### config.mk
export PLATFORM = sky130hd
export DESIGN_NAME = ntt_cmd_scheduler_flat
export DESIGN_NICKNAME = d
export VERILOG_FILES = /design/src/rtl/ntt_cmd_scheduler_if.sv /design/src/rtl/ntt_cmd_scheduler.sv /design/src/flat_wrapper.sv
export SDC_FILE = /design/constraint.sdc
export NUM_CORES = 1
export LEC_CHECK = 0
export BUFFER_PORTS_ARGS = -buffer_cell sky130_fd_sc_hd__buf_2
export CELL_PAD_IN_SITES_DETAIL_PLACEMENT = 2
export CELL_PAD_IN_SITES_GLOBAL_PLACEMENT = 2
export CORE_ASPECT_RATIO = 1.2
export CORE_UTILIZATION = 40
export CTS_CLUSTER_DIAMETER = 50
export DETAILED_ROUTE_END_ITERATION = 10
export GPL_ROUTABILITY_DRIVEN = 1
export GPL_TIMING_DRIVEN = 0
export PLACE_DENSITY = 0.74
export REMOVE_ABC_BUFFERS = 1
export SLEW_MARGIN = 10
export SYNTH_ARGS = -nofsm -noshare
export SYNTH_HDL_FRONTEND = slang
export SYNTH_SLANG_ARGS = --single-unit
### constraint.sdc
create_clock -name clk -period 5.1 [get_ports clk]
set_clock_uncertainty 0.05 [all_clocks]
set_input_delay 1.02 -clock clk [delete_from_list [all_inputs] [get_ports clk]]
set_output_delay 1.02 -clock clk [all_outputs]
set_load 0.03 [all_outputs]
### src/rtl/ntt_cmd_scheduler_if.sv
// Command channel into the NTT command scheduler.
// The producer drives valid and the fields; the scheduler returns ready.
`timescale 1ns/1ps
interface ntt_cmd_scheduler_if #(
  parameter int TAG_W = 2
) ();
  logic             cmd_valid;
  logic             cmd_ready;
  logic [1:0]       cmd_mode;
  logic             cmd_is_add_or_sub;
  logic [9:0]       cmd_offset_A;
  logic [9:0]       cmd_offset_B;
  logic [9:0]       cmd_offset_W;
  logic [TAG_W-1:0] cmd_tag;

  modport master (
    output cmd_valid,
    output cmd_mode,
    output cmd_is_add_or_sub,
    output cmd_offset_A,
    output cmd_offset_B,
    output cmd_offset_W,
    output cmd_tag,
    input  cmd_ready
  );

  modport slave (
    input  cmd_valid,
    input  cmd_mode,
    input  cmd_is_add_or_sub,
    input  cmd_offset_A,
    input  cmd_offset_B,
    input  cmd_offset_W,
    input  cmd_tag,
    output cmd_ready
  );
endinterface

### src/rtl/ntt_cmd_scheduler.sv
// Buffers polynomial commands and issues them one at a time to the NTT
// engine, soft-resetting it after each finish and aborting hung runs.
`timescale 1ns/1ps
module ntt_cmd_scheduler #(
  parameter int DEPTH   = 4,
  parameter int TAG_W   = 2,
  parameter int TIMEOUT = 255
) (
  input  logic                     clk,
  input  logic                     rst,
  ntt_cmd_scheduler_if.slave       cmd,
  output logic                     start,
  output logic [1:0]               mode,
  output logic                     is_add_or_sub,
  output logic [9:0]               ram_r_start_offset_A,
  output logic [9:0]               ram_r_start_offset_B,
  output logic [9:0]               ram_w_start_offset,
  output logic                     ntt_rst,
  input  logic                     NTT_finish,
  output logic                     busy,
  output logic                     done,
  output logic [TAG_W-1:0]         done_tag,
  output logic                     done_err,
  output logic [$clog2(DEPTH):0]   fifo_level
);

  localparam int AW = $clog2(DEPTH);
  localparam int CW = $clog2(TIMEOUT);
  localparam logic [AW:0]   FULL    = (AW+1)'(DEPTH);
  localparam logic [CW-1:0] WD_LAST = CW'(TIMEOUT - 1);

  typedef struct packed {
    logic [1:0]       mode;
    logic             sub;
    logic [9:0]       a;
    logic [9:0]       b;
    logic [9:0]       w;
    logic [TAG_W-1:0] tag;
  } cmd_t;

  typedef enum logic [1:0] {
    IDLE,
    ISSUE,
    BUSY,
    RECOVER
  } state_t;

  cmd_t          mem_q [DEPTH];
  cmd_t          in_c;
  cmd_t          cur_q;
  state_t        state_q;
  logic [AW-1:0] wp_q;
  logic [AW-1:0] rp_q;
  logic [AW:0]   cnt_q;
  logic [CW-1:0] wd_q;
  logic          start_q;
  logic          ntt_rst_q;
  logic          done_q;
  logic          err_q;
  logic          push;
  logic          pop;

  always_comb begin
    in_c      = '0;
    in_c.mode = cmd.cmd_mode;
    in_c.sub  = cmd.cmd_is_add_or_sub;
    in_c.a    = cmd.cmd_offset_A;
    in_c.b    = cmd.cmd_offset_B;
    in_c.w    = cmd.cmd_offset_W;
    in_c.tag  = cmd.cmd_tag;
  end

  assign cmd.cmd_ready = (cnt_q != FULL);
  assign push = cmd.cmd_valid & cmd.cmd_ready;
  assign pop  = (state_q == IDLE) && (cnt_q != '0);

  always_ff @(posedge clk) begin
    if (push) mem_q[wp_q] <= in_c;
  end

  always_ff @(posedge clk or posedge rst) begin
    if (rst) begin
      wp_q  <= '0;
      rp_q  <= '0;
      cnt_q <= '0;
    end else begin
      if (push) wp_q <= wp_q + 1'b1;
      if (pop)  rp_q <= rp_q + 1'b1;
      case ({push, pop})
        2'b10:   cnt_q <= cnt_q + 1'b1;
        2'b01:   cnt_q <= cnt_q - 1'b1;
        default: cnt_q <= cnt_q;
      endcase
    end
  end

  // Pulse outputs default low and are raised only on the entering edge.
  always_ff @(posedge clk or posedge rst) begin
    if (rst) begin
      state_q   <= IDLE;
      cur_q     <= '0;
      wd_q      <= '0;
      start_q   <= 1'b0;
      ntt_rst_q <= 1'b0;
      done_q    <= 1'b0;
      err_q     <= 1'b0;
    end else begin
      start_q   <= 1'b0;
      ntt_rst_q <= 1'b0;
      done_q    <= 1'b0;
      err_q     <= 1'b0;
      unique case (state_q)
        IDLE: begin
          if (pop) begin
            cur_q   <= mem_q[rp_q];
            start_q <= 1'b1;
            state_q <= ISSUE;
          end
        end
        ISSUE: begin
          wd_q    <= '0;
          state_q <= BUSY;
        end
        BUSY: begin
          wd_q <= wd_q + 1'b1;
          if (NTT_finish || wd_q == WD_LAST) begin
            err_q     <= ~NTT_finish;
            ntt_rst_q <= 1'b1;
            done_q    <= 1'b1;
            state_q   <= RECOVER;
          end
        end
        RECOVER: begin
          state_q <= IDLE;
        end
      endcase
    end
  end

  assign start                = start_q;
  assign mode                 = cur_q.mode;
  assign is_add_or_sub        = cur_q.sub;
  assign ram_r_start_offset_A = cur_q.a;
  assign ram_r_start_offset_B = cur_q.b;
  assign ram_w_start_offset   = cur_q.w;
  assign ntt_rst              = ntt_rst_q;
  assign busy                 = (state_q != IDLE);
  assign done                 = done_q;
  assign done_tag             = cur_q.tag;
  assign done_err             = err_q;
  assign fifo_level           = cnt_q;

endmodule

### src/flat_wrapper.sv
// flat-port wrapper written by rule: the top's interface ports become plain ports
module ntt_cmd_scheduler_flat 
#(
  parameter int DEPTH   = 4,
  parameter int TAG_W   = 2,
  parameter int TIMEOUT = 255
)
  (clk, rst, start, mode, is_add_or_sub, ram_r_start_offset_A, ram_r_start_offset_B, ram_w_start_offset, ntt_rst, NTT_finish, busy, done, done_tag, done_err, fifo_level, cmd_cmd_valid, cmd_cmd_mode, cmd_cmd_is_add_or_sub, cmd_cmd_offset_A, cmd_cmd_offset_B, cmd_cmd_offset_W, cmd_cmd_tag, cmd_cmd_ready);
  ntt_cmd_scheduler_if #(.TAG_W(TAG_W)) cmd_i ();
  input  logic clk;
  input  logic rst;
  output logic start;
  output logic [1:0] mode;
  output logic is_add_or_sub;
  output logic [9:0] ram_r_start_offset_A;
  output logic [9:0] ram_r_start_offset_B;
  output logic [9:0] ram_w_start_offset;
  output logic ntt_rst;
  input  logic NTT_finish;
  output logic busy;
  output logic done;
  output logic [TAG_W-1:0] done_tag;
  output logic done_err;
  output logic [$clog2(DEPTH):0] fifo_level;
  input wire logic [$bits(cmd_i.cmd_valid)-1:0] cmd_cmd_valid;
  input wire logic [$bits(cmd_i.cmd_mode)-1:0] cmd_cmd_mode;
  input wire logic [$bits(cmd_i.cmd_is_add_or_sub)-1:0] cmd_cmd_is_add_or_sub;
  input wire logic [$bits(cmd_i.cmd_offset_A)-1:0] cmd_cmd_offset_A;
  input wire logic [$bits(cmd_i.cmd_offset_B)-1:0] cmd_cmd_offset_B;
  input wire logic [$bits(cmd_i.cmd_offset_W)-1:0] cmd_cmd_offset_W;
  input wire logic [$bits(cmd_i.cmd_tag)-1:0] cmd_cmd_tag;
  output wire logic [$bits(cmd_i.cmd_ready)-1:0] cmd_cmd_ready;
  assign cmd_i.cmd_valid = cmd_cmd_valid;
  assign cmd_i.cmd_mode = cmd_cmd_mode;
  assign cmd_i.cmd_is_add_or_sub = cmd_cmd_is_add_or_sub;
  assign cmd_i.cmd_offset_A = cmd_cmd_offset_A;
  assign cmd_i.cmd_offset_B = cmd_cmd_offset_B;
  assign cmd_i.cmd_offset_W = cmd_cmd_offset_W;
  assign cmd_i.cmd_tag = cmd_cmd_tag;
  assign cmd_cmd_ready = cmd_i.cmd_ready;
  ntt_cmd_scheduler #(.DEPTH(DEPTH), .TAG_W(TAG_W), .TIMEOUT(TIMEOUT)) u_core (.clk(clk), .rst(rst), .cmd(cmd_i), .start(start), .mode(mode), .is_add_or_sub(is_add_or_sub), .ram_r_start_offset_A(ram_r_start_offset_A), .ram_r_start_offset_B(ram_r_start_offset_B), .ram_w_start_offset(ram_w_start_offset), .ntt_rst(ntt_rst), .NTT_finish(NTT_finish), .busy(busy), .done(done), .done_tag(done_tag), .done_err(done_err), .fifo_level(fifo_level));
endmodule
==> metrics <==
total congestion overflow after global routing 0; path depth of the worst reg2reg path 10; outcome completed; first-pass iteration count of the detailed router 4; start point of the critical path u_core.state_q[0]; clock insertion delay at the later pin of the skew report about 0.43 ns; CTS Sinks 195; quantity of gates resized following cts 0; synthesis-stage register bit count 195; Max clock buf depth 2; endpoint of the most critical setup path u_core.fifo_level[2]; setup total negative slack 0 ns; post-synthesis area per instance 20.9 um2; detailed router's first-iteration violation count 151; synth-to-layout area growth 16.7%; cts bufs inserted 17; highest-count cells in the layout ignoring fill and taps edfxtp_1, buf_2, dfrtp_1; fraction of synthesized cell area taken by the top area cell type a little under three fifths; Die H around 150 um; largest area contributor in the netlist edfxtp_1; fraction of layout cells with a size suffix above 1 approximately two fifths; number of antenna violations at the first check in global routing 1; critical path type flip-flop to flip-flop; area of the multi-input gates roughly 0.0018 mm2; Final min period 3.04 ns; Req. time, crit path roughly 5.4 ns; detailed-route via count between 3000 and 4000; endpoint of the most critical register-to-register path u_core.fifo_level[2]; total standard cell area after synthesis ~0.0076 mm2; reg-to-reg slack, setup 2.06 ns; total die area just under 0.02 mm2; post-synthesis cell count roughly 360; post-route antenna net violation count 0; H-tree lvl count 4; vias per cell just under 5; Antenna Diode Count 0; crit path launch type flip-flop; count of unique library cells instantiated by Yosys 31; final worst-path cycle share ~60%; Slew Limit Fails 0; wire length per cell after detailed routing between 20 and 25 um; total global-route track usage 17.1%; global placer's final weighted congestion between 0.7 and 0.8; Leakage roughly 3.4 nW; Pwr Density about 640 mW/mm2; final setup violation count 0; PortBufs 82; setup slack of the critical path after layout a little over 2 ns; IR Drop Worst-Case VDD around 280 uV; final wirelength between 15000 and 20000 um; start of the worst register-to-register path u_core.state_q[0]; most common library cell in the layout ignoring fill and taps edfxtp_1; fillers ~1700; portion of the post-synthesis area used by sequential elements around 74%; synth warn 0; hold_buf cts 0; clock slew seen by the registers of the worst setup and hold paths roughly 0.070 ns; initial standard-cell utilization of the core 41.2%; area of the core approximately 0.018 mm2; Core Rows 54; hpwl dp around 9500 um; Final Util about 48%; die width approximately 130 um; first-pass GRT wire length 24100 um; # DRC 0; Post-CTS Repair Setup Buffers 0; headroom to the max-slew limit a little under a fifth; upper clock frequency limit 0.329 GHz; biggest area contributors in the synthesized netlist edfxtp_1, dfrtp_1, mux4_2; arrival time at the worst endpoint 3.34 ns; area occupied by registers around 0.0056 mm2; clock tree from TritonCTS yes; vias in the first global route roughly 4200; Max Fanout on Critical Path 38; Worst Setup Slack post-DPL 2.00 ns; num ports between 80 and 90; hold violation total from the final report 0; count of max-cap constraint violations 0; layout net count a little over 500; RSZ-0062 raised after global routing no; maximum number of pins on one net before global-route repair 56; Clock Tree Root clkbuf_16; Tightest Hold Check Type flip-flop to flip-flop; worst-margin pin slew between 1 and 1.5 ns; crit path capture type flip-flop
## final cells by class
type                    instances  share of cell area, %
well taps                     252                   3.57
clock inverters                14                   1.35
multi-input cells             139                   20.5
repair buffers                 87                   5.78
inverters                      15                  0.666
flip-flops and latches        195                   63.2
clock buffers                  18                   4.86
## metal layers
| layer | GRT usage (%) | up-vias | wire [um] |
|---|---|---|---|
| met5 | 0 | - | 0 |
| met4 | 6.22 | 0 | 229 |
| met3 | 3.55 | 19 | 474 |
| met2 | 30.8 | 67 | 8210 |
| met1 | 20.1 | 1861 | 6250 |
| li1 | - | 1602 | - |
## flip-flops by register name, indices dropped and copies added, names as in the netlist
register,cells
u_core.mem_q,140
u_core.ram_r_start_offset_A,10
u_core.ram_r_start_offset_B,10
u_core.ram_w_start_offset,10
u_core.wd_q,8
u_core.fifo_level,3
u_core.done_tag,2
u_core.mode,2
u_core.rp_q,2
u_core.state_q,2
u_core.wp_q,2
u_core.done_err,1
u_core.is_add_or_sub,1
u_core.ntt_rst,1
u_core.start,1
## cell families after synthesis
family | Yosys count | synth area share [%]
XOR/XNOR | 8 | 0.926
flip-flops | 195 | 73.7
multiplexers | 74 | 17.9
adder cells (fa/ha/maj) | 11 | 1.92
buffers and inverters | 28 | 2.38
AO/OA/AOI/OAI | 11 | 0.893
AND/OR/NAND/NOR | 35 | 2.23
## worst max-delay path, cell delays in order (launching register included)
cell and delay (ns):
dfrtp_1 0.37, inv_1 0.12, ha_1 0.22, nand2b_1 0.11
inv_2 0.89, ha_1 0.34, inv_1 0.07, fa_1 0.38
xor2_1 0.15, nor2_1 0.11, xor2_1 0.15
## per-stage QoR
| step | power (mW) | hold WS (ns) | std cells | instance area, um2 |
|---|---|---|---|---|
| floorplan | 3.82 | 0.447 | 349 | 7440 |
| global placement | 4.33 | 0.438 | 683 | 8170 |
| detailed placement | 4.46 | 0.447 | 688 | 8280 |
| CTS | 5.75 | 0.464 | 720 | 8830 |
| global route | 5.94 | 0.478 | 720 | 8830 |
| finish | 5.65 | 0.461 | 720 | 8830 |
## report_power, final
| group | leakage [nW] | total (mW) | internal [mW] | switching, mW |
|---|---|---|---|---|
| sequential | 1.95 | 2.44 | 2.16 | 0.280 |
| clock | 0.264 | 1.26 | 0.641 | 0.622 |
| combinational | 1.15 | 1.94 | 0.912 | 1.03 |
| total | 3.36 | 5.65 | 3.71 | 1.94 |
## synth_stat cells (all sizes together)
master and count:
mux2 37, clkbuf 2, a31oi 2, nand3 4
nand2 9, dfrtp 55, inv 15, mux4 35
mux2i 2, nor3 4, a22oi 1, edfxtp 140
nor2 7, nor2b 1, ha 10, buf 11
fa 1, a21o 2, xnor2 4, o22ai 2
nand2b 2, o21ai 4, nand4 2, xor2 4
and3 6
## worst min path at each step
stage / start / end / slack, ns / depth (start not counted)
floorplan: u_core.wd_q[6] / u_core.wd_q[6] / 0.45 / 1
global placement: u_core.ram_r_start_offset_B[9] / u_core.ram_r_start_offset_B[9] / 0.44 / 1
detailed placement: u_core.ram_w_start_offset[9] / u_core.ram_w_start_offset[9] / 0.45 / 1
CTS: u_core.mode[1] / u_core.mode[1] / 0.46 / 1
global route: u_core.mode[1] / u_core.mode[1] / 0.48 / 1
finish: u_core.mode[1] / u_core.mode[1] / 0.46 / 1
(Power assumes the default switching activity.)
